### config.mk
export PLATFORM = sky130hd
export DESIGN_NAME = sl_host_bridge
export DESIGN_NICKNAME = d
export VERILOG_FILES = /design/src/rtl/sl_pkg.sv /design/src/rtl/sl_rsp_fifo.sv /design/src/rtl/sl_host_bridge.sv
export SDC_FILE = /design/constraint.sdc
export NUM_CORES = 1
export LEC_CHECK = 0
export BUFFER_PORTS_ARGS = -buffer_cell sky130_fd_sc_hd__buf_4
export CAP_MARGIN = 20
export CORE_AREA = 2 2 189 191
export DETAILED_ROUTE_END_ITERATION = 10
export DIE_AREA = 0 0 191 193
export HOLD_SLACK_MARGIN = 0.1
export PLACE_DENSITY = 0.7
export SLEW_MARGIN = 20
export SYNTH_ARGS = -nofsm -noshare
export SYNTH_HDL_FRONTEND = slang
export SYNTH_SLANG_ARGS = --single-unit
### constraint.sdc
create_clock -name clk -period 4 [get_ports clk]
set_clock_uncertainty 0.05 [all_clocks]
set_input_delay 0.8 -clock clk [delete_from_list [all_inputs] [get_ports clk]]
set_output_delay 0.8 -clock clk [all_outputs]
set_load 0.02 [all_outputs]
### src/rtl/sl_pkg.sv
// Shared types and widths for the same-latency interconnect tree.
// Used by the host bridge, sl21_cell and the tree wrappers.
package sl_pkg;

    localparam int unsigned SL_ADDR_W = 32;
    localparam int unsigned SL_DATA_W = 32;

    typedef struct packed {
        logic                 valid;
        logic                 wen;
        logic [SL_ADDR_W-1:0] addr;
        logic [SL_DATA_W-1:0] wdata;
    } sl_req_t;

    typedef struct packed {
        logic                 valid;
        logic [SL_DATA_W-1:0] rdata;
    } sl_res_t;

endpackage

### src/rtl/sl_rsp_fifo.sv
// First-word fall-through response FIFO for the host bridge.
// Full and empty come from a count register one bit wider than the pointers.
module sl_rsp_fifo #(
    parameter int unsigned WIDTH = 33,
    parameter int unsigned DEPTH = 8
) (
    input  logic                   clk,
    input  logic                   rst_n,
    input  logic                   push_i,
    input  logic [WIDTH-1:0]       wdata_i,
    input  logic                   pop_i,
    output logic [WIDTH-1:0]       rdata_o,
    output logic                   empty_o,
    output logic [$clog2(DEPTH):0] count_o
);

    localparam int unsigned PW = $clog2(DEPTH);

    logic [WIDTH-1:0] mem_q [DEPTH];
    logic [PW-1:0]    wr_ptr_q, wr_ptr_d;
    logic [PW-1:0]    rd_ptr_q, rd_ptr_d;
    logic [PW:0]      count_q, count_d;
    logic             full;
    logic             do_push, do_pop;

    assign empty_o = (count_q == '0);
    assign full    = (count_q == (PW + 1)'(DEPTH));
    assign count_o = count_q;
    assign rdata_o = mem_q[rd_ptr_q];

    always_comb begin
        do_push  = push_i & ~full;
        do_pop   = pop_i & ~empty_o;
        wr_ptr_d = wr_ptr_q;
        rd_ptr_d = rd_ptr_q;
        count_d  = count_q;
        if (do_push) begin
            wr_ptr_d = wr_ptr_q + PW'(1);
        end
        if (do_pop) begin
            rd_ptr_d = rd_ptr_q + PW'(1);
        end
        if (do_push && !do_pop) begin
            count_d = count_q + (PW + 1)'(1);
        end else if (do_pop && !do_push) begin
            count_d = count_q - (PW + 1)'(1);
        end
    end

    always_ff @(posedge clk or negedge rst_n) begin
        if (!rst_n) begin
            wr_ptr_q <= '0;
            rd_ptr_q <= '0;
            count_q  <= '0;
        end else begin
            wr_ptr_q <= wr_ptr_d;
            rd_ptr_q <= rd_ptr_d;
            count_q  <= count_d;
        end
    end

    // Storage needs no reset; the count gates visibility.
    always_ff @(posedge clk) begin
        if (do_push) begin
            mem_q[wr_ptr_q] <= wdata_i;
        end
    end

    // The owner's credit scheme must never push into a full FIFO.
    a_no_overflow : assert property (@(posedge clk) disable iff (!rst_n) !(push_i && full));

endmodule

### src/rtl/sl_host_bridge.sv
// Host-side front end of the same-latency tree: issues SL_REQ beats, tracks the
// expected read returns and hands read data back through a credit-protected FIFO.
module sl_host_bridge
    import sl_pkg::*;
#(
    parameter int unsigned ADDR_W     = SL_ADDR_W,
    parameter int unsigned DATA_W     = SL_DATA_W,
    parameter int unsigned RT_LAT     = 8,
    parameter int unsigned FIFO_DEPTH = 8
) (
    input  logic              clk,
    input  logic              rst_n,
    input  logic              cmd_valid,
    output logic              cmd_ready,
    input  logic              cmd_we,
    input  logic [ADDR_W-1:0] cmd_addr,
    input  logic [DATA_W-1:0] cmd_wdata,
    output logic              rsp_valid,
    input  logic              rsp_ready,
    output logic [DATA_W-1:0] rsp_rdata,
    output logic              rsp_err,
    output logic              err_unexp,
    output sl_req_t           host_req,
    input  sl_res_t           host_res
);

    localparam int unsigned PW = $clog2(FIFO_DEPTH);
    localparam int unsigned CW = $clog2(FIFO_DEPTH + RT_LAT + 2) + 1;
    localparam int unsigned EW = DATA_W + 1;

    sl_req_t           req_q, req_d;
    logic [RT_LAT-1:0] expect_q, expect_d;
    logic              err_unexp_q, err_unexp_d;

    logic [CW-1:0]     inflight;
    logic [CW-1:0]     used;
    logic              credit_zero;
    logic              cmd_hs;
    logic              due;
    logic              fifo_push, fifo_pop, fifo_empty;
    logic [PW:0]       fifo_count;
    logic [EW-1:0]     fifo_wdata, fifo_rdata;

    // A read sitting in the host_req register has consumed a credit but has not
    // yet entered the expect shift register, so it is counted here as well.
    always_comb begin
        inflight = {{(CW - 1){1'b0}}, req_q.valid & ~req_q.wen};
        for (int unsigned i = 0; i < RT_LAT; i++) begin
            inflight = inflight + {{(CW - 1){1'b0}}, expect_q[i]};
        end
        used        = inflight + {{(CW - PW - 1){1'b0}}, fifo_count};
        credit_zero = (used >= CW'(FIFO_DEPTH));
    end

    assign cmd_ready = rst_n & ~(cmd_valid & ~cmd_we & credit_zero);
    assign cmd_hs    = cmd_valid & cmd_ready;

    always_comb begin
        req_d = '0;
        if (cmd_hs) begin
            req_d.valid = 1'b1;
            req_d.wen   = cmd_we;
            req_d.addr  = cmd_addr;
            req_d.wdata = cmd_wdata;
        end

        expect_d = {expect_q[RT_LAT-2:0], req_q.valid & ~req_q.wen};
        due      = expect_q[RT_LAT-1];

        // A due slot always produces an entry; a missing beat becomes a timeout error.
        fifo_push  = due;
        fifo_wdata = host_res.valid ? {1'b0, host_res.rdata} : {1'b1, {DATA_W{1'b0}}};
        fifo_pop   = ~fifo_empty & rsp_ready;

        err_unexp_d = err_unexp_q | (host_res.valid & ~due);
    end

    always_ff @(posedge clk or negedge rst_n) begin
        if (!rst_n) begin
            req_q       <= '0;
            expect_q    <= '0;
            err_unexp_q <= 1'b0;
        end else begin
            req_q       <= req_d;
            expect_q    <= expect_d;
            err_unexp_q <= err_unexp_d;
        end
    end

    sl_rsp_fifo #(
        .WIDTH (EW),
        .DEPTH (FIFO_DEPTH)
    ) u_rsp_fifo (
        .clk     (clk),
        .rst_n   (rst_n),
        .push_i  (fifo_push),
        .wdata_i (fifo_wdata),
        .pop_i   (fifo_pop),
        .rdata_o (fifo_rdata),
        .empty_o (fifo_empty),
        .count_o (fifo_count)
    );

    assign host_req  = req_q;
    assign err_unexp = err_unexp_q;
    assign rsp_valid = ~fifo_empty;
    assign rsp_rdata = fifo_rdata[DATA_W-1:0];
    assign rsp_err   = ~fifo_empty & fifo_rdata[DATA_W];

endmodule

Word-level counts from Yosys, hierarchy flattened

Memories as Yosys holds them, arrays and structs flattened.
Cells that the tools add are included.

Add/sub/neg operators: 13
Order comparisons: 1
Eq/ne operators: 1
Mux-type cells: 6
Bitwise gates (word level): 17
Reductions and logical operators: 6

Operator list:

| operator              | count |
|---|---|
| $mux W66              | 1 |
| $mux W33              | 1 |
| $add A6 B1 Y6         | 3 |
| $and A1 B1 Y1         | 10 |
| $mux W4               | 2 |
| $add A3 B1 Y3 const B | 2 |
| $add A5 B1 Y6         | 1 |
| $add A6 B4 Y6         | 1 |
| $ge A6 B4 Y1 const B  | 1 |
| $not A1 Y1            | 6 |
| $add A4 B1 Y5         | 1 |
| $add A3 B1 Y4         | 1 |
| $add A4 B1 Y4 const B | 1 |
| $eq A4 B4 Y1 const B  | 1 |
| $logic_not A4 Y1      | 1 |
| $sub A4 B1 Y4 const B | 1 |
| $add A2 B1 Y3         | 1 |
| $add A1 B1 Y2         | 1 |
| $logic_and A1 B1 Y1   | 2 |
| $logic_not A1 Y1      | 2 |
| $mux W1               | 2 |
| $reduce_bool A2 Y1    | 1 |
| $or A1 B1 Y1          | 1 |

Register bits: 85
Bits in writable memories: 264
Input bits: 102
Output and inout bits: 102
Logic and storage cells: 54
Memories kept: 1

Memory list:

| memory           | depth | bits a word | read ports | clocked after Yosys merged registers in | write ports | line              | source |
|---|---|---|---|---|---|---|---|
| u_rsp_fifo.mem_q | 8     | 33          | 1          | 0                                       | 1           | sl_rsp_fifo.sv:19 | `logic [WIDTH-1:0] mem_q [DEPTH];` |

Depth between registers and ports, before layout

Depth after elaboration: 17
Mapped depth: 13
Gate-level depth less buffers: 11

Cells and area by module

Synthesis repeated with hierarchy kept, for this count alone.

Cell total of the unflattened synthesis: 745
Area total of the unflattened synthesis: 13792.0 um^2

By module, submodules not included:

| module         | times used | cells an instance | area an instance (um^2) | sequential area each (um^2) |
|---|---|---|---|---|
| sl_rsp_fifo    | 1          | 445               | 10659.0                 | 8177.8 |
| sl_host_bridge | 1          | 300               | 3133.0                  | 1876.8 |

Least setup slack after synthesis

No wires, ideal clock.

Path kind: reg2out
Start: register u_rsp_fifo.count_q[0], in the netlist u_rsp_fifo.count_o[0]
End: output cmd_ready
Arrival: 3.215 ns
Slack: -0.065 ns
Cell stages (with the launch flop): 12
Path through: dfrtp_1 > fa_1 > inv_1 > fa_1 > fa_1 > inv_1 > ha_1 > inv_1 > fa_1 > and3_1 > a211oi_1 > o21ai_1

Cells in the longest elaborated chain, start to end: 5

Ends and longest elaborated chain:

| element                  | line                 | source |
|---|---|---|
| start: declaration       | sl_rsp_fifo.sv:22    | `logic [PW:0] count_q, count_d;` |
| start signal: assignment | sl_rsp_fifo.sv:58    | `count_q <= count_d;` |
| $add A6 B4 Y6            | sl_host_bridge.sv:51 | `used = inflight + {{(CW - PW - 1){1'b0}}, fifo_count};` |
| $ge A6 B4 Y1             | sl_host_bridge.sv:52 | `credit_zero = (used >= CW'(FIFO_DEPTH));` |
| $and A1 B1 Y1            | sl_host_bridge.sv:55 | `assign cmd_ready = rst_n & ~(cmd_valid & ~cmd_we & credit_zero);` |
| $not A1 Y1               | sl_host_bridge.sv:55 |  |
| $and A1 B1 Y1            | sl_host_bridge.sv:55 |  |
| end: declaration         | sl_host_bridge.sv:14 | `output logic cmd_ready,` |

Every way passes these cells.

Final worst setup path

Start: register expect_q[0]
End: output cmd_ready

Cells in the longest elaborated chain, start to end: 13

Ends and longest elaborated chain:

| element                    | line                 | source |
|---|---|---|
| start: declaration         | sl_host_bridge.sv:32 | `logic [RT_LAT-1:0] expect_q, expect_d;` |
| start signal: assignment   | sl_host_bridge.sv:85 | `expect_q <= expect_d;` |
| $add A1 B1 Y2              | sl_host_bridge.sv:49 | `inflight = inflight + {{(CW - 1){1'b0}}, expect_q[i]};` |
| $add A2 B1 Y3              | sl_host_bridge.sv:49 |  |
| $add A3 B1 Y4              | sl_host_bridge.sv:49 |  |
| $add A4 B1 Y5              | sl_host_bridge.sv:49 |  |
| $add A5 B1 Y6              | sl_host_bridge.sv:49 |  |
| $add A6 B1 Y6 (3 in a row) | sl_host_bridge.sv:49 |  |
| $add A6 B4 Y6              | sl_host_bridge.sv:51 |  |
| $ge A6 B4 Y1               | sl_host_bridge.sv:52 |  |
| $and A1 B1 Y1              | sl_host_bridge.sv:55 |  |
| $not A1 Y1                 | sl_host_bridge.sv:55 |  |
| $and A1 B1 Y1              | sl_host_bridge.sv:55 |  |

Every way passes these cells.

==> out/metrics.cfg <==
[routing]
dr.pass1.iters=4
first_iter_violations=372
antenna_left=0
wl_per_cell_um=20.0
routed-via-count=7355
totalWireLength_mm=29.3
viasPerCell=5.03
route.detailed.drc=0

[yosys]
ys.flop_type=edfxtp_1
async_flop_share_pct=24.4
yosysWarnings=0
synth-seq-cells=349
syn_area_mm2=0.0138
syn_avg_cell_area_um2=18.4
synth_edf_count=264
synthCells=751
synth-seq-area-share_pct=72.9
synth.distinct_cells=41
synth_nets=871

[critical_path]
cpPeakStageDelay_ns=0.53
arrival_ns=3.64
cp_common_cell=fa_1
cp_cell_sequence=fa_1 > inv_1 > fa_1 > fa_1 > inv_1 > ha_2 > inv_2 > fa_2 > and3_4 > a211oi_2 > o21ai_2 > buf_6
crit_path_max_fanout=2
critPathTopFamily=adder cells
r2r_slack_ns=0.59
cp.buffers_inverters=4
crit_slowest_cell=fa_1
startpoint_type=flop
cp.required_ns=3.15
critical_path_class=flop to primary output
crit_path_end_kind=primary output

[clock_tree]
clk_latency_ns=0.51
cts.htree.levels=2
cts_tree=built
cts_root_buffer=clkbuf_16
cts_buffers=37
cts.path.max_buffers=3
clk_pin_slew_worst_paths_ns=0.06
clock_sink_count=349

[floorplan]
rows=69
die_w_um=191
die_h_um=193
coreArea_mm2=0.0350
initial_utilization_pct=39.4
dieArea_mm2=0.0369
io_pins=204

[cells_and_area]
area_growth_pct=24.4
fin_cells=1463
nNetsFinal=1094
insertedDiodeCount=0
layout-drive-gt1-share_pct=39.6

[sta]
period_share_pct=112
max_freq_mhz=223
rsz0062_at_grt=yes
hold_viol_final=0
drv_slew=0
fin_ws_ns=-0.488
period_needed_ns=4.49
slew_headroom_pct=38.2
setup_violations=1
tightestPinTransition_ns=0.921

[min_path]
min_path_type=flop to flop

[global_routing]
grt_util_all_layers_pct=16.1
grt_max_degree=80
grt_pass1_wl_mm=44.7
grt_antenna_before_repair=0
grt.overflow.total=0
grt_pass1_vias=7862

[pwr]
p_leak_nw=6.62
vdd_drop_max_v=0.000382
power_density_mw_per_mm2=688

[status]
status=complete, but fails checks
violations=setup timing

[placed_design]
placed_cells=1395
port_buffers=203
routabilityCongestion=0.751
dp_hpwl_mm=18.2
pre_cts_slack_ns=-0.140

[job]
maxCapViolations=0

-- sequential cells by signal, indices dropped and copies added, names as in the netlist --
signal,flops
u_rsp_fifo.mem_q,264
host_req,66
expect_q,8
u_rsp_fifo.count_o,4
u_rsp_fifo.rd_ptr_q,3
u_rsp_fifo.wr_ptr_q,3
err_unexp,1
-- worst reg2reg max path, cell delays in order, from the launching register on --
cell	delay (ns)
dfrtp_1	0.39
fa_1	0.53
inv_1	0.05
fa_1	0.51
fa_1	0.40
inv_1	0.07
ha_2	0.17
inv_2	0.04
fa_2	0.33
and2_1	0.16
nand4_1	0.13
buf_12	0.28
a21oi_1	0.15
-- cells in the mapped netlist, types with 3 or more instances --
master	instances	area, um^2
mux4_1	6	158
inv_1	15	56.3
nand2_1	71	267
ha_1	11	138
buf_2	13	65.1
buf_1	4	15.0
nor2_1	8	30.0
nand2b_1	3	18.8
nor3_1	4	20.0
mux2_4	25	375
edfxtp_1	264	7930
nand3_1	6	30.0
mux2_2	7	78.8
fa_1	7	140
and2_1	34	213
buf_12	4	80.1
mux2_1	3	33.8
dfrtp_1	85	2130
a21oi_1	67	335
clkbuf_1	22	82.6
nand3b_1	3	22.5
xnor2_1	6	52.6
mux4_2	60	1350
-- layout make-up --
cell class | count | area, um^2
Inverter | 16 | 60.1
Timing Repair Buffer | 229 | 1790
Sequential cell | 349 | 10100
Clock inverter | 14 | 98.8
Tap cell | 461 | 577
Multi-Input combinational cell | 341 | 3500
Fill cell | 2895 | 17800
Clock buffer | 53 | 1060
-- report_power, final --
group,internal [mW],switching (mW)
clock,1.87,1.37
sequential,4.27,0.313
combinational,1.97,2.01
-- final timing paths --
path                            cells past startpoint             startpoint                                 end
worst max-delay path                               12  expect_q[0]$_DFF_PN0_                           cmd_ready
worst min-delay path                                0  expect_q[4]$_DFF_PN0_               expect_q[5]$_DFF_PN0_
worst max register to register                     12  expect_q[0]$_DFF_PN0_              host_req[30]$_DFF_PN0_
worst min register to register                      0  expect_q[4]$_DFF_PN0_               expect_q[5]$_DFF_PN0_
max in group asynchronous                           3                  rst_n  u_rsp_fifo.rd_ptr_q[0]$_DFFE_PN0P_
min in group asynchronous                           2                  rst_n              host_req[31]$_DFF_PN0_
-- placed cells by master (no fill, tap or decap), drive strengths merged, types with 3 or more instances in the layout --
cell | Yosys | layout
edfxtp | 264 | 264
buf | 22 | 228
dfrtp | 85 | 85
nand2 | 71 | 71
a21oi | 67 | 67
mux4 | 66 | 66
clkbuf | 23 | 53
mux2 | 35 | 35
and2 | 34 | 34
inv | 16 | 20
ha | 11 | 11
nor2 | 8 | 8
clkinv | 0 | 8
fa | 7 | 7
nand3 | 6 | 6
xnor2 | 6 | 6
nor3 | 4 | 4
nand2b | 3 | 3
nand3b | 3 | 3
o21ai | 3 | 3
-- logic make-up after synthesis --
group | count (synthesis) | synth area share, %
buf+inv | 61 | 2.33
mux | 102 | 14.6
simple gates | 136 | 4.72
xor+xnor | 6 | 0.381
flops | 349 | 72.9
fa+ha+maj | 18 | 2.01
compound gates | 79 | 3.07
-- per-layer routing --
| layer | GRT usage (%) | wire (um) | up-vias |
|---|---|---|---|
| met4 | 4.03 | 477 | 0 |
| met5 | 0 | 0 | - |
| met2 | 29.1 | 15100 | 257 |
| met1 | 18.8 | 11400 | 3742 |
| li1 | - | - | 3319 |
| met3 | 4.74 | 2270 | 37 |
-- metrics by stage --
stage / power, mW / setup TNS (ns) / hold WS (ns) / instance area, um^2 / util [%]
finish: 11.8 / -0.488 / 0.340 / 17200 / 49.1
global route: 12.4 / -0.649 / 0.353 / 17200 / 49.1
CTS: 12.0 / -0.538 / 0.342 / 17200 / 49.0
detailed placement: 8.68 / -0.140 / 0.326 / 16000 / 45.7
global placement: 8.62 / -0.139 / 0.317 / 16000 / 45.7
floorplan: 7.34 / 0 / 0.304 / 13800 / -
-- repair_timing --
action | in CTS | in global routing
setup endpoints to repair | 1 | 1
buffers inserted | 0 | 0
resized for setup | 5 | 1
endpoints found under the hold margin | 7 | 0
pin swaps | 4 | 0
hold buffers | 1 | 0
Power figures use the tool's default switching activity.
